File: config.mk
export PLATFORM = sky130hd
export DESIGN_NAME = i2s_rx
export DESIGN_NICKNAME = d
export VERILOG_FILES = /design/src/rtl/i2s_pkg.sv /design/src/rtl/i2s_pin_sync.sv /design/src/rtl/i2s_rx.sv
export SDC_FILE = /design/constraint.sdc
export NUM_CORES = 1
export LEC_CHECK = 0
export BUFFER_PORTS_ARGS = -buffer_cell sky130_fd_sc_hd__buf_2
export CORE_ASPECT_RATIO = 1.4
export CORE_MARGIN = 2
export CORE_UTILIZATION = 50
export DETAILED_ROUTE_END_ITERATION = 8
export PLACE_DENSITY = 0.77
export SLEW_MARGIN = 20
export SYNTH_ARGS = -nofsm -noshare
export SYNTH_HDL_FRONTEND = slang
export SYNTH_SLANG_ARGS = --single-unit
export TNS_END_PERCENT = 10
File: constraint.sdc
create_clock -name MAX10_CLK1_50 -period 1.7 [get_ports MAX10_CLK1_50]
set_clock_uncertainty 0.1 [all_clocks]
set_input_delay 0.085 -clock MAX10_CLK1_50 [delete_from_list [all_inputs] [get_ports MAX10_CLK1_50]]
set_output_delay 0.085 -clock MAX10_CLK1_50 [all_outputs]
set_load 0.01 [all_outputs]
File: src/rtl/i2s_pkg.sv
// Shared I2S definitions: receive FSM states, channel encoding and default
// sample width used by both the receive and transmit paths.
package i2s_pkg;

  typedef enum logic [1:0] {
    WAIT_SYNC = 2'd0,
    LEFT      = 2'd1,
    RIGHT     = 2'd2
  } i2s_rx_state_t;

  localparam logic I2S_LEFT        = 1'b0;
  localparam int   I2S_WIDTH       = 16;
  localparam int   I2S_SYNC_STAGES = 2;

endpackage

File: src/rtl/i2s_pin_sync.sv
// Multi-flop synchronizer for asynchronous codec pins; one pin additionally
// gets a rising-edge detector driven from a history flop.
module i2s_pin_sync #(
  parameter int SYNC_STAGES = 2,
  parameter int PINS        = 2
) (
  input  logic            clk,
  input  logic            rst_n,
  input  logic            edge_pin,
  input  logic [PINS-1:0] level_pins,
  output logic [PINS-1:0] level_sync,
  output logic            edge_rise
);

  logic [SYNC_STAGES-1:0][PINS:0] stage_r;
  logic                           edge_hist_r;

  // Shift every pin through the synchronizer; remember the last synchronized edge-pin level
  always_ff @(posedge clk or negedge rst_n) begin
    if (!rst_n) begin
      stage_r     <= '0;
      edge_hist_r <= 1'b0;
    end else begin
      stage_r     <= {stage_r[SYNC_STAGES-2:0], {level_pins, edge_pin}};
      edge_hist_r <= stage_r[SYNC_STAGES-1][0];
    end
  end

  assign level_sync = stage_r[SYNC_STAGES-1][PINS:1];
  assign edge_rise  = stage_r[SYNC_STAGES-1][0] & ~edge_hist_r;

endmodule

File: src/rtl/i2s_rx.sv
// Slave-mode I2S receiver: oversamples codec SCLK/LRCLK/DOUT in the 50 MHz
// domain and presents stereo frames on a valid/ready interface.
module i2s_rx
  import i2s_pkg::*;
#(
  parameter int WIDTH       = I2S_WIDTH,
  parameter int SYNC_STAGES = I2S_SYNC_STAGES
) (
  input  logic             MAX10_CLK1_50,
  input  logic             reset_n,
  input  logic             I2S_SCLK,
  input  logic             I2S_LRCLK,
  input  logic             I2S_DOUT,
  output logic [WIDTH-1:0] left_sample,
  output logic [WIDTH-1:0] right_sample,
  output logic             sample_valid,
  input  logic             sample_ready,
  output logic             overrun,
  output logic             frame_err,
  output logic             locked
);

  localparam int             CW       = $clog2(WIDTH + 1);
  localparam logic [CW-1:0]  CNT_FULL = CW'(WIDTH);
  localparam logic [CW-1:0]  CNT_LAST = CW'(WIDTH - 1);

  logic [1:0]       pins_sync_s;
  logic             rise_evt_s;
  logic             lr_s;
  logic             dout_s;

  i2s_rx_state_t    state_r;
  i2s_rx_state_t    state_nxt_s;
  logic             lr_prev_r;
  logic [CW-1:0]    bitcnt_r;
  logic [WIDTH-1:0] sh_r;
  logic [WIDTH-1:0] sh_nxt_s;
  logic [WIDTH-1:0] left_hold_r;
  logic             left_ok_r;
  logic             commit_pend_r;

  logic             boundary_s;
  logic             capture_s;
  logic             word_done_s;
  logic             lock_set_s;
  logic             err_s;
  logic             left_load_s;
  logic             frame_done_s;

  logic [WIDTH-1:0] left_sample_r;
  logic [WIDTH-1:0] right_sample_r;
  logic             valid_r;
  logic             overrun_r;
  logic             frame_err_r;
  logic             locked_r;

  i2s_pin_sync #(
    .SYNC_STAGES (SYNC_STAGES),
    .PINS        (2)
  ) u_pin_sync (
    .clk        (MAX10_CLK1_50),
    .rst_n      (reset_n),
    .edge_pin   (I2S_SCLK),
    .level_pins ({I2S_DOUT, I2S_LRCLK}),
    .level_sync (pins_sync_s),
    .edge_rise  (rise_evt_s)
  );

  assign lr_s   = pins_sync_s[0];
  assign dout_s = pins_sync_s[1];

  // Decode the per-SCLK events: slot boundary, bit capture and word completion
  always_comb begin
    boundary_s  = rise_evt_s && (lr_s != lr_prev_r);
    capture_s   = rise_evt_s && !boundary_s && (bitcnt_r < CNT_FULL);
    word_done_s = capture_s && (bitcnt_r == CNT_LAST);
    sh_nxt_s    = {sh_r[WIDTH-2:0], dout_s};
  end

  // Next-state logic; transitions only ever happen on a boundary
  always_comb begin
    state_nxt_s = state_r;
    case (state_r)
      WAIT_SYNC: begin
        if (boundary_s && (lr_s == I2S_LEFT)) state_nxt_s = LEFT;
        else                                  state_nxt_s = WAIT_SYNC;
      end
      LEFT, RIGHT: begin
        if (boundary_s) state_nxt_s = (lr_s == I2S_LEFT) ? LEFT : RIGHT;
        else            state_nxt_s = state_r;
      end
      default: state_nxt_s = WAIT_SYNC;
    endcase
  end

  // FSM action decode; a boundary in the wrong direction is flagged like a short slot
  always_comb begin
    lock_set_s   = 1'b0;
    err_s        = 1'b0;
    left_load_s  = 1'b0;
    frame_done_s = 1'b0;
    case (state_r)
      WAIT_SYNC: lock_set_s = boundary_s && (lr_s == I2S_LEFT);
      LEFT: begin
        err_s       = boundary_s && ((bitcnt_r < CNT_FULL) || (lr_s == I2S_LEFT));
        left_load_s = word_done_s;
      end
      RIGHT: begin
        err_s        = boundary_s && ((bitcnt_r < CNT_FULL) || (lr_s != I2S_LEFT));
        frame_done_s = word_done_s && left_ok_r;
      end
      default: lock_set_s = 1'b0;
    endcase
  end

  // State register
  always_ff @(posedge MAX10_CLK1_50 or negedge reset_n) begin
    if (!reset_n) state_r <= WAIT_SYNC;
    else          state_r <= state_nxt_s;
  end

  // Bit counter, shift register and the left word held until its right partner arrives
  always_ff @(posedge MAX10_CLK1_50 or negedge reset_n) begin
    if (!reset_n) begin
      lr_prev_r     <= I2S_LEFT;
      bitcnt_r      <= '0;
      sh_r          <= '0;
      left_hold_r   <= '0;
      left_ok_r     <= 1'b0;
      commit_pend_r <= 1'b0;
    end else begin
      commit_pend_r <= frame_done_s;
      if (rise_evt_s) begin
        lr_prev_r <= lr_s;
        if (boundary_s) begin
          bitcnt_r <= '0;
        end else if (capture_s) begin
          sh_r     <= sh_nxt_s;
          bitcnt_r <= bitcnt_r + CW'(1);
        end
      end
      if (left_load_s) left_hold_r <= sh_nxt_s;
      if (left_load_s)                                   left_ok_r <= 1'b1;
      else if (err_s || frame_done_s || lock_set_s)      left_ok_r <= 1'b0;
    end
  end

  // Output handshake: sh_r still holds the right word in the cycle after completion
  always_ff @(posedge MAX10_CLK1_50 or negedge reset_n) begin
    if (!reset_n) begin
      left_sample_r  <= '0;
      right_sample_r <= '0;
      valid_r        <= 1'b0;
      overrun_r      <= 1'b0;
      frame_err_r    <= 1'b0;
      locked_r       <= 1'b0;
    end else begin
      overrun_r   <= 1'b0;
      frame_err_r <= err_s;
      if (lock_set_s) locked_r <= 1'b1;
      if (commit_pend_r) begin
        if (!valid_r || sample_ready) begin
          left_sample_r  <= left_hold_r;
          right_sample_r <= sh_r;
          valid_r        <= 1'b1;
        end else begin
          overrun_r <= 1'b1;
        end
      end else if (valid_r && sample_ready) begin
        valid_r <= 1'b0;
      end
    end
  end

  assign left_sample  = left_sample_r;
  assign right_sample = right_sample_r;
  assign sample_valid = valid_r;
  assign overrun      = overrun_r;
  assign frame_err    = frame_err_r;
  assign locked       = locked_r;

endmodule

**Yosys cells after proc, flatten, opt, wreduce, memory -nomap -nowiden**

Cells that the tools add are included.

- Register bits: 85
- Output and inout bits: 36
- Input port bits: 6

- Equality and inequality tests: 6
- $add $sub $neg: 1
- Mux-type cells: 17
- Reductions and logical operators: 25
- Bitwise logic cells: 4
- Magnitude comparators: 1

Operator list:

| cell | number |
|---|---|
| two-way mux 1 bit | 11 |
| two-way mux 5 bit | 2 |
| logical AND 1 bit | 9 |
| AND reduction 2 bit | 3 |
| nonzero test 2 bit | 3 |
| adder 5 x 1 -> 5 bit, second input constant | 1 |
| == test 5 x 4 -> 1 bit, second input constant | 1 |
| logical OR 1 bit | 5 |
| less-than comparator 5 bit, second input constant | 1 |
| two-way mux 2 bit | 2 |
| one-hot mux 2 bit (2 select lines) | 1 |
| NOT 1 bit | 3 |
| AND reduction 3 bit | 1 |
| == test 2 x 1 -> 1 bit, second input constant | 1 |
| == test 2 bit, second input constant | 1 |
| zero test 1 bit | 2 |
| zero test 2 bit | 1 |
| != test 2 x 1 -> 1 bit, second input constant | 1 |
| != test 2 bit, second input constant | 1 |
| one-hot mux 1 bit (2 select lines) | 1 |
| OR reduction 2 bit | 1 |
| bitwise AND 1 bit | 1 |
| != test 1 bit | 1 |

**Logic depth before layout (Yosys ltp)**

Gate-level depths: netlist (run 1).

- Depth in word-level cells: 13
- Depth in mapped cells: 6

**Modules after synthesis**

A second synthesis (run 1) with hierarchy kept.

- Cells, all modules: 210
- Area total of the unflattened synthesis: 3367.0 µm²

By module, submodules not included:

| module | area an instance (µm²) | times used | cells an instance |
|---|---|---|---|
| i2s_rx | 3163.0 | 1 | 200 |
| i2s_pin_sync | 203.9 | 1 | 10 |

**Least setup slack after synthesis (run 1)**

No wires, ideal clock.

- Path kind: flip-flop to flip-flop
- From: register bitcnt_r[0]
- To: register left_hold_r[10]
- Data arrival time: 1527 ps
- Data required time: 1475 ps
- Library setup time: 125 ps
- Path buffers: 1
- Cell stages (with the launch flop): 7
- Slack: -52 ps
- Cells stage by stage: dfrtp_1 > ha_1 > and3_1 > ha_1 > nand4_4 > buf_6 > mux2_4

- Longest elaborated chain between the ends: 4
- Elaborated cells between the ends (all ways): 5
- Classes of those cells: 1 x order compare; 1 x eq/ne; 1 x mux; 2 x reduce/logical

Ends and longest elaborated chain:

| what | RTL line | text |
|---|---|---|
| start: declaration | i2s_rx.sv:35 | `logic [CW-1:0] bitcnt_r;` |
| start signal: assignment | i2s_rx.sv:139 | `bitcnt_r <= bitcnt_r + CW'(1);` |
| less-than comparator 5 bit | i2s_rx.sv:75 | `capture_s = rise_evt_s && !boundary_s && (bitcnt_r < CNT_FULL);` |
| logical AND 1 bit | i2s_rx.sv:75 |  |
| logical AND 1 bit (*) | i2s_rx.sv:76 | `word_done_s = capture_s && (bitcnt_r == CNT_LAST);` |
| two-way mux 1 bit (*) | i2s_rx.sv:102 | `case (state_r)` |
| end signal: assignment | i2s_rx.sv:142 | `if (left_load_s) left_hold_r <= sh_nxt_s;` |
| end: declaration | i2s_rx.sv:38 | `logic [WIDTH-1:0] left_hold_r;` |

Every way passes the cells marked *; elsewhere a longest branch is shown, timed or not.
A chain may end at the register's enable or synchronous reset.

**Worst setup path after layout (run 1)**

- From: register bitcnt_r[0]
- To: register left_hold_r[8]

Same word-level chain as after synthesis.

==> results of run 1 <==
-- registers in the layout, indices dropped and copies added, names as in the netlist, 2 cells and up --
name                   cells
left_hold_r               16
left_sample               16
right_sample              16
sh_r                      16
bitcnt_r                   5
u_pin_sync.stage_r         4
state_r                    2
u_pin_sync.level_sync      2
-- power by group through the flow --
stage / logic (W) / registers [W] / clock network (W)
floorplan: 0.000206 / 0.00230 / 0
global placement: 0.000312 / 0.00234 / 0
detailed placement: 0.000329 / 0.00235 / 0
CTS: 0.000344 / 0.00231 / 0.00126
global route: 0.000395 / 0.00234 / 0.00134
finish: 0.000352 / 0.00231 / 0.00123
-- synthesized netlist by cell type, types with 2 or more instances --
| library cell | count |
|---|---|
| a21oi_1 | 4 |
| mux2_4 | 9 |
| xor2_1 | 2 |
| nand2b_1 | 2 |
| mux2_2 | 55 |
| or3_1 | 2 |
| buf_2 | 4 |
| ha_1 | 6 |
| o31ai_1 | 3 |
| mux2i_1 | 2 |
| o21ai_0 | 5 |
| nor2_1 | 3 |
| dfrtp_1 | 85 |
| nand2_1 | 6 |
| inv_1 | 8 |
| buf_6 | 2 |
-- timing repair --
item	4_1_cts	5_1_grt
endpoints found under the setup margin	16	31
pin swaps	1	1
setup buffers	0	1
gates cloned	0	1
hold buffers	5	0
endpoints found under the hold margin	90	0
gates resized for setup	2	9
-- cell families after synthesis --
family                     count (synthesis)  share of synthesized area
AOI/OAI and AO/OA                         14                     0.0273
xor gates and xnor gates                   3                     0.0101
adders and majority gates                  6                     0.0224
buffers and inverters                     15                     0.0239
DFF                                       85                      0.636
muxes                                     67                      0.235
and+or+nand+nor                           23                     0.0460
-- path summary, 6_finish.rpt --
check                                       start                  endpoint  slack, ns  depth (start not counted)
setup / recovery                      bitcnt_r[0]            left_hold_r[8]      -0.02                          6
hold / removal                            reset_n            left_sample[7]       0.11                          2
setup reg to reg                      bitcnt_r[0]            left_hold_r[8]      -0.02                          6
hold reg to reg             u_pin_sync.stage_r[2]  u_pin_sync.level_sync[1]       0.25                          0
max in group asynchronous                 reset_n                    locked       0.83                          3
min in group MAX10_CLK1_50  u_pin_sync.stage_r[2]  u_pin_sync.level_sync[1]       0.25                          0
-- cell type report --
class | instances | share of cell area
Multi-Input combinational cell | 113 | 0.293
Timing Repair Buffer | 64 | 0.114
Clock inverter | 6 | 0.00983
Clock buffer | 10 | 0.0313
Tap cell | 74 | 0.0227
Inverter | 8 | 0.00737
Sequential cell | 85 | 0.522
-- stage by stage --
step	setup slack [ns]	area, um2	util
3_3_place_gp	-0.0204	3760	0.576
3_5_place_dp	-0.0440	3760	0.576
2_1_floorplan	-0.00339	3360	-
4_1_cts	-0.0157	3990	0.612
6_report	-0.0169	4070	0.624
5_1_grt	-0.0761	4070	0.624
-- layer usage --
metal	global-route usage	up-vias	share of wire
met1	0.191	954	0.41
li1	-	874	-
met2	0.292	34	0.54
met5	0	-	0
met4	0.0726	0	0.012
met3	0.0480	5	0.031
==> impl_metrics.toml, run 1 <==
[yosys]
synth_edf_count = 0
synth-main-ff-cell = "dfrtp_1"
synth_fp_nets = 225
yosysWarnings = 0
synth_top_area_cell = "dfrtp_1"
syn_area_per_cell_um2 = 15.7
synth_area_um2 = 3350
syn_inst = 213
async_reset_ff_frac = 1.00
ys_seq_elements = 85
synth_top_area_share = 0.636
synth_cell_types = 31
yosys-top-cells-area = "dfrtp_1 (64%), mux2_2 (19%), mux2_4 (4.0%)"
yosysSeqAreaShare = 0.636

[cts]
clock_sinks = 85
clk_latency_ns = 0.35
cts.htree.levels = 3
clkTransAtPathRegs_ns = 0.09
root_buffer = "clkbuf_8"
cts_buffers = 9
tritoncts = "built"
clock_path_buffers = 2

[flow_run]
maxCapViolations = 0

[grt]
grt_pass1_wl_mm = 9.14
grt_overflow_total = 0
antenna_found_initial = 0
grt_pass1_vias = 1939
grtUsageTotal = 0.169
grt_max_degree = 42

[timing]
hold_slack_ns = 0.112
final-setup-viol-count = 12
final.setup.tns_ns = -0.129
hold_viol = 0
setup_ws_ns = -0.0169
fin_crit_sh = 1.01
rsz0062_at_grt = "yes"
drv_slew = 0
timing.final.crit_period_ns = 1.72
relSlewSlack = 0.724
worst_pin_slew_ns = 0.413
fmax_mhz = 582

[power]
combPwrFrac = 0.090
p_total_w = 0.00389
p_sw_frac = 0.258
p_per_area_nw_per_um2 = 955
ir_worst_vdd_mv = 0.675
power.switching_w = 0.00100
p_int_w = 0.00289
p_seq_frac = 0.594
clkPwrFrac = 0.316
p_leak_nw = 2.16

[worst_setup_path]
arrival_ns = 1.85
crit_chain = "ha_2 -> and3_4 -> ha_4 -> nand4_4 -> buf_6 -> mux2_4"
cp_slowest_stage_delay_ns = 0.37
worst_ep_required_time_ns = 1.83
crit_family = "flip-flops"
path_buf_inv = 1
crit_path_top_delay_cell = "dfrtp_1"
path_class = "reg2reg"
cp-start-kind = "flip-flop"
cp_max_fo = 4
setup.worst_path.end_class = "flip-flop"

[route]
drt-total-wl_mm = 5.67
vias_per_cell = 5.19
routedWlPerCell_um = 15.7
vias = 1867
drt_pass1_iterations = 4
drt-initial-drc-count = 82
drc = 0
drt.antenna.violating_nets = 0

[status]
failed_checks = "setup timing"
status = "finished with violations"

[layout]
fillers = 477
multi_input_area_um2 = 1190
drive_gt1_frac = 0.524
final_nets = 293
finalNonFillerCells = 360
syn2layout_area_growth_pct = 21.7
antenna-diode-count = 0
layout_common_cells = "dfrtp_1 (85), mux2_2 (55), buf_2 (40), buf_4 (11)"
final_common_cell = "dfrtp_1"
regArea_um2 = 2130

[floorplanning]
initial_core_util = 0.513
die_w_um = 73.1
io_pins = 42
rows = 35
die_h_um = 101
die_area_um2 = 7370
core_region_area_um2 = 6530

[placed_design]
portBuffers = 41
gp_congestion = 0.931
dp_hpwl_mm = 3.91
dpl.cell_count = 337

[hold_path]
min_path_type = "in2async"
(Power assumes the default switching activity.)
==> inputs of run 2 (changes only) <==
- CTS_BUF_LIST: unset -> sky130_fd_sc_hd__clkbuf_16
==> impl_metrics.toml, run 2 (synthesized netlist as in run 1, its figures left out) <==
[status]
status = "finished with violations"
failed_checks = "setup timing"

[grt]
top_usage_layer = "met2"
grt_pass1_wl_mm = 9.29
grt_overflow_total = 0
antenna_found_initial = 0
use_met2 = 0.299
grtUsageTotal = 0.172
use_met3 = 0.0350
grt_pass1_vias = 1921
grt_max_degree = 42
met1_usage = 0.194

[floorplanning]
core_region_area_um2 = 6530
die_area_um2 = 7370
die_w_um = 73.1
die_h_um = 101
initial_core_util = 0.513
io_pins = 42
rows = 35

[timing]
rsz0062_at_grt = "yes"
setup_ws_ns = -0.0227
relSlewSlack = 0.727
worst_pin_slew_ns = 0.410
fin_crit_sh = 1.01
timing.final.crit_period_ns = 1.72
fmax_mhz = 580
hold_viol = 0
final-setup-viol-count = 13
final.setup.tns_ns = -0.126
drv_slew = 0

[power]
p_total_w = 0.00442
p_per_area_nw_per_um2 = 1060
p_leak_nw = 2.21
ir_worst_vdd_mv = 0.724

[worst_setup_path]
r2r_start = "bitcnt_r[0]"
setup.worst_path.end_class = "flip-flop"
r2r-end = "left_hold_r[8]"
cp_max_fo = 4
rr_worst_depth = 6
path_class = "reg2reg"
r2r_setup_slack_ns = -0.02
cp-start-kind = "flip-flop"
arrival_ns = 1.84
worst_ep_required_time_ns = 1.81

[route]
drc = 0
drt-initial-drc-count = 112
vias_per_cell = 5.25
drt_pass1_iterations = 4
routedWlPerCell_um = 16.2
vias = 1897
drt-total-wl_mm = 5.83
drt.antenna.violating_nets = 0

[layout]
finalNonFillerCells = 361
drive_gt1_frac = 0.523
final_nets = 294
final_common_cell = "dfrtp_1"
antenna-diode-count = 0
fillers = 458
stdcell_area_um2 = 4170
layout_common_cells = "dfrtp_1 (85), mux2_2 (55), buf_2 (40), buf_4 (14), clkbuf_16 (10)"
syn2layout_area_growth_pct = 24.6

[cts]
tritoncts = "built"
root_buffer = "clkbuf_16"
clock_sinks = 85
cts_buffers = 9
cts.htree.levels = 3
clock_path_buffers = 2
clkTransAtPathRegs_ns = 0.06
clk_latency_ns = 0.33

[placed_design]
dpl.cell_count = 337
portBuffers = 41
preCtsSetupSlack_ns = -0.0440
gp_congestion = 0.931
dp_hpwl_mm = 3.91
placed_cell_area_um2 = 3760

[flow_run]
maxCapViolations = 0

[hold_path]
min_path_type = "in2async"
run 2: cell count changes in the layout (fill, tap and decap cells not counted), sizes merged:
cell / delta
buf: +1
clkbuf: -1
inv: +1
run 2: metal layers:
metal	vias to the layer above	routed length (um)
li1	876	-
met1	972	2320
met2	39	3220
met3	10	156
met4	0	137
met5	-	0
run 2: repair_timing:
action	CTS	global route
endpoints found under the setup margin	16	22
gates resized for setup	4	4
hold endpoints to repair	90	0
cloned	0	1
pin swaps	1	1
hold buffers	5	0
buffers inserted	0	2
run 2: final cells by class:
class / instances / area, um2 / share of cell area
flip-flops and latches: 85 / 2130 / 0.510
clock buffers: 9 / 225 / 0.0540
well taps: 74 / 92.6 / 0.0222
clock inverters: 7 / 43.8 / 0.0105
repair buffers: 65 / 463 / 0.111
multi-input cells: 113 / 1190 / 0.285
inverters: 8 / 30.0 / 0.00720
run 2: how the worst max path moves through the flow:
stage / depth (start not counted) / from / to
2_1_floorplan: 6 / bitcnt_r[0] / left_hold_r[10]
3_3_place_gp: 5 / state_r[0] / left_ok_r
3_5_place_dp: 5 / state_r[0] / left_ok_r
4_1_cts: 6 / bitcnt_r[0] / left_hold_r[0]
5_1_grt: 6 / bitcnt_r[0] / left_hold_r[8]
6_report: 6 / bitcnt_r[0] / left_hold_r[8]
run 2: worst max-delay path, stage by stage, from the launching register on:
cell and delay (ns):
dfrtp_1 0.36, ha_2 0.19, and3_4 0.19, ha_4 0.14, nand4_4 0.14, buf_6 0.19
mux2_4 0.30
run 2: through the flow:
stage / util / hold WS, ns
2_1_floorplan: - / -0.311
3_3_place_gp: 0.576 / -0.0551
3_5_place_dp: 0.576 / -0.0522
4_1_cts: 0.628 / 0.143
5_1_grt: 0.639 / 0.162
6_report: 0.639 / 0.129
run 2: report_power, final:
part	leakage (nW)	total, W	switching (W)	internal (W)
clock	0.136	0.00174	0.000765	0.000980
sequential	1.15	0.00232	0.000151	0.00217
combinational	0.923	0.000354	0.000158	0.000195
==> inputs of run 3 (changes only) <==
- CORE_ASPECT_RATIO: 1.4 -> unset
- PLACE_DENSITY: 0.77 -> 0.81
==> impl_metrics.toml, run 3 (synthesized netlist as in run 1, its figures left out) <==
[floorplanning]
io_pins = 42
rows = 29
core_region_area_um2 = 6420
die_h_um = 85.8
die_w_um = 85.8
initial_core_util = 0.521
die_area_um2 = 7360

[timing]
setup_ws_ns = -0.0194
rsz0062_at_grt = "yes"
fmax_mhz = 582
drv_slew = 0
relSlewSlack = 0.713
final-setup-viol-count = 2
worst_pin_slew_ns = 0.430
hold_viol = 0
hold_slack_ns = 0.132
timing.final.crit_period_ns = 1.72
fin_crit_sh = 1.01

[placed_design]
placed_cell_area_um2 = 3750
dp_hpwl_mm = 3.65
gp_congestion = 0.729
portBuffers = 41
preCtsSetupSlack_ns = -0.0111

[route]
routed-wl-met3_um = 237
drt.antenna.violating_nets = 0
drc = 3
drt-initial-drc-count = 93
drt_pass1_iterations = 6
drt-total-wl_mm = 5.61
dr_wl_met2_mm = 2.75
vias_per_cell = 5.25
drt-met1-wl_mm = 2.55
routedWlPerCell_um = 15.6
vias = 1885
top_layer = "met4"

[layout]
multi_input_area_um2 = 1230
fin_util = 0.656
fillers = 448
layout_common_cells = "dfrtp_1 (84), mux2_2 (43), buf_2 (40), mux2_4 (22), clkbuf_16 (10)"
regArea_um2 = 2130
antenna-diode-count = 0
syn2layout_area_growth_pct = 25.8
drive_gt1_frac = 0.521
final_common_cell = "dfrtp_1"
final_nets = 289
stdcell_area_um2 = 4210

[worst_setup_path]
arrival_ns = 1.83
setup.worst_path.end_class = "flip-flop"
cp_max_fo = 15
path_class = "reg2reg"
cp-start-kind = "flip-flop"
worst_ep_required_time_ns = 1.81

[cts]
clk_latency_ns = 0.33
cts_buffers = 9
root_buffer = "clkbuf_16"
clock_sinks = 85
clkTransAtPathRegs_ns = 0.06
cts.htree.levels = 3
clock_path_buffers = 2
tritoncts = "built"

[grt]
grt_pass1_wl_mm = 9.16
grt_overflow_total = 0
grtUsageTotal = 0.163
antenna_found_initial = 0
grt_pass1_vias = 1951
grt_max_degree = 37

[flow_run]
maxCapViolations = 0

[power]
p_per_area_nw_per_um2 = 1090
p_total_w = 0.00457
ir_worst_vdd_mv = 0.883
p_leak_nw = 2.22

[status]
failed_checks = "DRC, setup timing"
status = "finished with violations"

[hold_path]
min_path_type = "in2async"
==> run 3: area by class of cell <==
cell class	count	share of cell area
Timing Repair Buffer	60	0.105
Clock buffer	9	0.0535
Tap cell	77	0.0229
Inverter	8	0.00713
Clock inverter	7	0.0134
Sequential cell	85	0.505
Multi-Input combinational cell	113	0.293
==> run 3: path summary, 6_finish.rpt <==
kind                                        start                  endpoint  slack (ns)  cells past startpoint
setup reg to reg                      bitcnt_r[4]                   sh_r[4]       -0.02                      4
hold reg to reg             u_pin_sync.stage_r[1]  u_pin_sync.level_sync[0]        0.25                      0
min in group MAX10_CLK1_50  u_pin_sync.stage_r[1]  u_pin_sync.level_sync[0]        0.25                      0
setup / recovery                      bitcnt_r[4]                   sh_r[4]       -0.02                      4
hold / removal                            reset_n           left_sample[14]        0.13                      2
max in group asynchronous                 reset_n           left_sample[12]        0.77                      3
==> run 3: stage by stage <==
stage | cells | setup TNS, ns
final | 359 | -0.0323
after global routing | 359 | -1.30
after CTS | 357 | -0.00428
after detailed placement | 335 | -0.0418
after global placement | 335 | 0
after floorplan | 213 | -0.0305
==> run 3: repair_timing <==
action,CTS,global route
hold buffers,5,0
buffers inserted,1,1
resized for setup,3,18
cloned,0,1
setup endpoints to repair,25,35
hold endpoints to repair,71,0
pin swaps,0,3
==> run 3: critical path, cell delays in order (launching register included) <==
cell and delay (ns):
dfrtp_2 0.45, or3b_4 0.41, nor2_4 0.11, buf_12 0.18, mux2_2 0.35
==> run 3: power breakdown <==
group	internal (W)	total, W	switching, W
clock network	0.00111	0.00183	0.000719
logic	0.000254	0.000417	0.000163
registers	0.00217	0.00232	0.000154
==> run 3: per-layer routing <==
metal | vias up | track usage
met3 | 9 | 0.0616
met4 | 0 | 0.0476
met5 | - | 0
li1 | 869 | -
met1 | 964 | 0.202
met2 | 43 | 0.267
